==> src/rtl/wb_buffer.sv <==
// Single-entry write-back buffer: captures one dirty victim line and writes it to memory as an
// address phase, BEATS data beats and a write response, exposing a hazard compare meanwhile.
module wb_buffer #(
  parameter int unsigned TAG_WIDTH    = 24,
  parameter int unsigned INDEX_WIDTH  = 3,
  parameter int unsigned OFFSET_WIDTH = 5,
  parameter int unsigned LINE_WIDTH   = 256,
  parameter int unsigned BEAT_WIDTH   = 32
) (
  input  logic                   clk,
  input  logic                   rst,
  input  logic                   in_valid,
  output logic                   in_ready,
  input  logic [TAG_WIDTH-1:0]   in_tag,
  input  logic [INDEX_WIDTH-1:0] in_index,
  input  logic [LINE_WIDTH-1:0]  in_data,
  output logic                   mem_awvalid,
  input  logic                   mem_awready,
  output logic [31:0]            mem_awaddr,
  output logic [7:0]             mem_awlen,
  output logic                   mem_wvalid,
  input  logic                   mem_wready,
  output logic [BEAT_WIDTH-1:0]  mem_wdata,
  output logic                   mem_wlast,
  input  logic                   mem_bvalid,
  output logic                   mem_bready,
  input  logic [TAG_WIDTH-1:0]   chk_tag,
  input  logic [INDEX_WIDTH-1:0] chk_index,
  output logic                   chk_hit,
  output logic                   busy
);

  localparam int unsigned Beats = LINE_WIDTH / BEAT_WIDTH;
  localparam int unsigned CntW  = (Beats > 1) ? $clog2(Beats) : 1;

  typedef enum logic [1:0] {StIdle, StAw, StW, StB} state_e;

  state_e                 state_q, state_d;
  logic [TAG_WIDTH-1:0]   tag_q;
  logic [INDEX_WIDTH-1:0] index_q;
  logic [LINE_WIDTH-1:0]  line_q;
  logic [CntW-1:0]        cnt_q, cnt_d;
  logic                   accept;
  logic                   last_beat;
  logic [BEAT_WIDTH-1:0]  beat_sel;

  // Gating with rst keeps a capture from being signalled while reset is held.
  assign in_ready  = (state_q == StIdle) && rst;
  assign accept    = in_valid && in_ready;
  assign last_beat = (cnt_q == CntW'(Beats - 1));

  always_ff @(posedge clk or negedge rst) begin
    if (!rst) begin
      state_q <= StIdle;
      cnt_q   <= '0;
      tag_q   <= '0;
      index_q <= '0;
      line_q  <= '0;
    end else begin
      state_q <= state_d;
      cnt_q   <= cnt_d;
      if (accept) begin
        tag_q   <= in_tag;
        index_q <= in_index;
        line_q  <= in_data;
      end
    end
  end

  always_comb begin
    state_d = state_q;
    cnt_d   = cnt_q;
    unique case (state_q)
      StIdle: begin
        if (accept) begin
          state_d = StAw;
          cnt_d   = '0;
        end
      end
      StAw: begin
        if (mem_awready) state_d = StW;
      end
      StW: begin
        if (mem_wready) begin
          // Counter wraps to 0 on the final beat; it is reloaded on the next capture anyway.
          cnt_d = cnt_q + CntW'(1);
          if (last_beat) state_d = StB;
        end
      end
      StB: begin
        if (mem_bvalid) state_d = StIdle;
      end
      default: state_d = StIdle;
    endcase
  end

  always_comb begin
    beat_sel = '0;
    for (int unsigned i = 0; i < Beats; i++) begin
      if (cnt_q == CntW'(i)) beat_sel = line_q[i*BEAT_WIDTH +: BEAT_WIDTH];
    end
  end

  assign busy        = (state_q != StIdle);
  assign mem_awvalid = (state_q == StAw);
  assign mem_awaddr  = {tag_q, index_q, {OFFSET_WIDTH{1'b0}}};
  assign mem_awlen   = (state_q == StAw) ? 8'(Beats - 1) : 8'd0;
  assign mem_wvalid  = (state_q == StW);
  assign mem_wdata   = beat_sel;
  assign mem_wlast   = (state_q == StW) && last_beat;
  assign mem_bready  = (state_q == StB);
  assign chk_hit     = busy && (chk_tag == tag_q) && (chk_index == index_q);

endmodule

==> config.mk <==
export PLATFORM = sky130hd
export DESIGN_NAME = wb_buffer
export DESIGN_NICKNAME = d
export VERILOG_FILES = /design/src/rtl/wb_buffer.sv
export SDC_FILE = /design/constraint.sdc
export NUM_CORES = 1
export LEC_CHECK = 0
export CAP_MARGIN = 20
export CORE_ASPECT_RATIO = 0.7
export CORE_MARGIN = 2
export CORE_UTILIZATION = 30
export CTS_CLUSTER_DIAMETER = 120
export DETAILED_ROUTE_END_ITERATION = 12
export PLACE_DENSITY = 0.55
export SETUP_SLACK_MARGIN = 0.2
export SLEW_MARGIN = 10
export SYNTH_ARGS = -nofsm -noshare
export SYNTH_HDL_FRONTEND = slang
export SYNTH_SLANG_ARGS = --single-unit
==> constraint.sdc <==
create_clock -name clk -period 2.48 [get_ports clk]
set_clock_uncertainty 0.2 [all_clocks]
set_input_delay 0.248 -clock clk [delete_from_list [all_inputs] [get_ports clk]]
set_output_delay 0.248 -clock clk [all_outputs]
set_load 0.01 [all_outputs]
-- Yosys cells after proc, flatten, opt, wreduce, memory -nomap -nowiden
Cells that the tools add are included.
- flip-flop bits (word level): 288
- input bits: 316
- output and inout port bits: 79
- add/sub/neg operators: 1
- equality and inequality tests: 17
- mux-type cells: 18
- reductions and logical operators: 11
- operators with widths (cell ; count):
    32-bit two-way mux ; 8
    24-bit equality test ; 1
    3-bit equality test, second input constant ; 4
    2-bit two-way mux ; 5
    3-bit two-way mux ; 3
    2-bit one-hot mux with 4 select lines ; 1
    3-bit by 2-bit equality test with 1-bit output, second input constant ; 2
    2-bit by 1-bit inequality test with 1-bit output, second input constant ; 3
    3-bit one-hot mux with 2 select lines ; 1
    1-bit logical AND ; 5
    5-bit AND reduction ; 1
    2-bit equality test, second input constant ; 2
    2-bit inequality test, second input constant ; 2
    2-bit nonzero test ; 2
    3-bit by 1-bit adder with 3-bit output, second input constant ; 1
    3-bit by 1-bit equality test with 1-bit output, second input constant ; 1
    3-bit equality test ; 1
    3-bit zero test ; 1
    3-bit AND reduction ; 1
    2-bit by 1-bit equality test with 1-bit output, second input constant ; 1
    2-bit zero test ; 1

-- Longest topological paths before layout
- word-level depth: 9
- depth in mapped cells: 11

-- Least setup slack after synthesis
OpenSTA, ideal clock, no wires.
- path type: reg-to-output
- start point: reg cnt_q[2]
- end point: out mem_wdata[10]
- arrival time: 2.108 ns
- setup slack: -0.076 ns
- stages on the path, launching flop included: 12
- cell sequence: dfrtp_1 -> inv_1 -> clkbuf_1 -> buf_2 -> ha_1 -> buf_2 -> or2_1 -> buf_6 -> buf_6 -> a221oi_2 -> o22ai_1 -> a21oi_1
- cells in the longest elaborated chain, start to end: 9
- elaborated cells on any way between the ends: 16
- classes of those cells: eq/ne (7); mux (8); reduce/logical (1)
- ends and longest elaborated chain (item ; line ; source):
    start, declared ; 42 ; logic [CntW-1:0] cnt_q, cnt_d;
    start signal, assigned ; 61 ; cnt_q <= cnt_d;
    3-bit zero test ; 100 ; if (cnt_q == CntW'(i)) beat_sel = line_q[i*BEAT_WIDTH +: BEAT_WIDTH];
    32-bit two-way mux (7 in series) ; 100 ;
    32-bit two-way mux (*) ; 100 ;
    end, declared ; 23 ; output logic [BEAT_WIDTH-1:0] mem_wdata,
Every way passes the cells marked *; elsewhere a longest branch is shown, timed or not.

-- Worst setup path after layout
- start point: reg cnt_q[0]
- end point: out mem_wdata[27]
Same word-level chain as after synthesis.

==> impl_metrics.env <==
export IMPL_antenna_found_initial=6
export IMPL_netlist_area_um2=14000
export IMPL_grt_pass1_wl_mm=83.1
export IMPL_remaining_drc_errors=0
export IMPL_crit_type="flop to primary output"
export IMPL_numCtsBuffers=30
export IMPL_synth_seq_cells=288
export IMPL_synth_edff_count=0
export IMPL_yosysTopAreaCellShare_pct=51.5
export IMPL_setup_violations=34
export IMPL_cts_tree="yes"
export IMPL_status="complete, but fails checks"
export IMPL_place_ws_ps=-619
export IMPL_netlist_instances=1738
export IMPL_ys_seq_area_share_pct=51.5
export IMPL_p_leak_uw=0.0101
export IMPL_clk_latency_ps=590
export IMPL_grt_pass1_vias=13900
export IMPL_io_pins=395
export IMPL_worst_pin_slew_ps=907
export IMPL_die_height_um=185
export IMPL_max_slew_margin_rel_pct=39.5
export IMPL_dp_hpwl_mm=38.3
export IMPL_numClockSinks=288
export IMPL_cp_start_kind="flop"
export IMPL_fin_tns_setup_ps=-17620
export IMPL_fin_crit_sh_pct=126
export IMPL_htreeDepth=1
export IMPL_yosys_warnings=0
export IMPL_fillers=4483
export IMPL_globalRoute_totalOverflow=0
export IMPL_clock_path_buffers=3
export IMPL_synth_most_common_cell="nand2_1"
export IMPL_ff2ff_setup_slack_ps=180
export IMPL_area_growth_pct=54.5
export IMPL_post_drt_via_cell_ratio=4.75
export IMPL_drv_slew=0
export IMPL_p_total_uw=25100
export IMPL_cp_required_ps=2030
export IMPL_finalNetCount=2561
export IMPL_ys_types=32
export IMPL_period_minus_slack_ps=3120
export IMPL_num_rows=66
export IMPL_core_area_um2=46200
export IMPL_ant_nets=0
export IMPL_ys_top_cells_by_count="788 x nand2_1, 288 x dfrtp_1, 129 x a21oi_1"
export IMPL_worstHoldPathCells=3
export IMPL_end_kind="primary output"
export IMPL_synth_top_area_cell="dfrtp_1"
export IMPL_synthTopCellsByArea="dfrtp_1 51%, nand2_1 21%, a21oi_1 4.6%"
export IMPL_grt_util_all_layers_pct=22.4
export IMPL_path_clk_slew_ps=60
export IMPL_synthArstFlopShare_pct=100
export IMPL_initial_utilization_pct=30.3
export IMPL_violations="negative setup slack"
export IMPL_drive_gt1_share_pct=13.5
export IMPL_rsz0062_at_grt="yes"
export IMPL_hold_viol_final=0
export IMPL_num_vias=13700
export IMPL_synthFlopType="dfrtp_1"
export IMPL_min_path_type="primary input to flop"
export IMPL_crit_arrival_ps=2670
export IMPL_power_density_nw_per_um2=1160
export IMPL_reg2regPathDepth=6
export IMPL_fp_dieW_um=262
export IMPL_cap_viol_max_count=0
export IMPL_wl_per_cell_um=19.1
export IMPL_syn_area_per_cell_um2=8.05
export IMPL_final_util_pct=46.8
export IMPL_place_gp_congestion=0.850
export IMPL_max_freq_mhz=321
export IMPL_first_iter_violations=870
export IMPL_routed_wl_mm=54.9
export IMPL_grt_max_degree=162
export IMPL_crit_fanout=5
export IMPL_cts_root_buffer="clkbuf_16"
export IMPL_layout_setup_ws_ps=-635
export IMPL_die_area_um2=48400
export IMPL_port_buffers=384
export IMPL_dr_pass1_iters=5
export IMPL_vdd_drop_max_mv=0.521
## routing by layer
layer,up-vias,share of wire [%],track usage (%)
met1,6662,44,30.8
met4,4,2.8,7.10
li1,6557,-,-
met5,-,0.049,0
met2,347,48,36.1
met3,90,4.9,3.48
## layout make-up
class / count / area [µm²] / share of cell area (%)
timing repair buffer: 591 / 5950 / 27.5
sequential: 288 / 7210 / 33.3
inverter: 73 / 274 / 1.27
antenna: 5 / 12.5 / 0.0579
clock buffer: 42 / 886 / 4.10
clock inverter: 12 / 154 / 0.712
multi-input combinational: 1250 / 6370 / 29.5
tap: 612 / 766 / 3.54
## registers in the layout, summed over array words and instances, names as in the netlist
name and flops:
cnt_q 3, state_q 2, index_q 3, tag_q 24
line_q 256
## power by group
group	internal [µW]	switching, µW
registers	6900	1290
logic	5590	6480
clock network	2790	2000
total	15300	9770
## repair_timing
action / CTS / global route
pin swaps: 49 / 50
buffers inserted: 23 / 4
hold endpoints to repair: 382 / 0
resized for setup: 172 / 30
endpoints found under the setup margin: 44 / 39
gates cloned: 3 / 0
hold buffers: 96 / 0
## cells in the final DEF, fill, tap and decap left out, types with 32 or more instances in the layout
cell and instances:
a21oi_1 95, o22ai_1 49, nand2_1 787, dlygate4sd3_1 95, nor2_1 66, a21oi_2 34
nand3b_1 32, clkdlybuf4s50_1 342, dfrtp_1 288, buf_4 76, inv_1 68, o21ai_0 65
## through the flow
step | area, µm² | hold slack [ps] | instances
3_3_place_gp | 19000 | -81.3 | 2688
2_1_floorplan | 14200 | -248 | 1747
4_1_cts | 21500 | 0.181 | 2864
6_report | 21600 | 22.2 | 2873
5_1_grt | 21600 | 10.7 | 2870
3_5_place_dp | 19000 | -79.8 | 2688
## critical path: stages, from the launching register on
cell,delay [ps]
dfrtp_1,420
buf_6,140
ha_4,180
buf_12,140
buf_6,120
buf_6,110
nand3b_1,190
a221oi_2,290
o22ai_2,130
a21oi_2,190
buf_2,150
## cells by family (layout without fill, tap and decap cells)
group                      after synthesis  count (layout)  share of synthesized area (%)
AOI/OAI and AO/OA                      298             298                           13.7
xor gates and xnor gates                27              27                           1.69
adders and majority gates               11              11                          0.983
buffers and inverters                  209             718                           6.68
DFF                                    288             288                           51.5
muxes                                    2               2                          0.152
other                                    1              15                         0.0268
and+or+nand+nor                        902             902                           25.3
## path summary, 6_finish.rpt
path,startpoint,end
max reg2reg,cnt_q[0],state_q[1]
min in group asynchronous,rst,state_q[0]
min reg2reg,line_q[236],line_q[236]
min,in_data[19],line_q[19]
max in group asynchronous,rst,line_q[29]
max,cnt_q[0],mem_wdata[27]
Note: power is estimated with default switching activity, not from simulation.
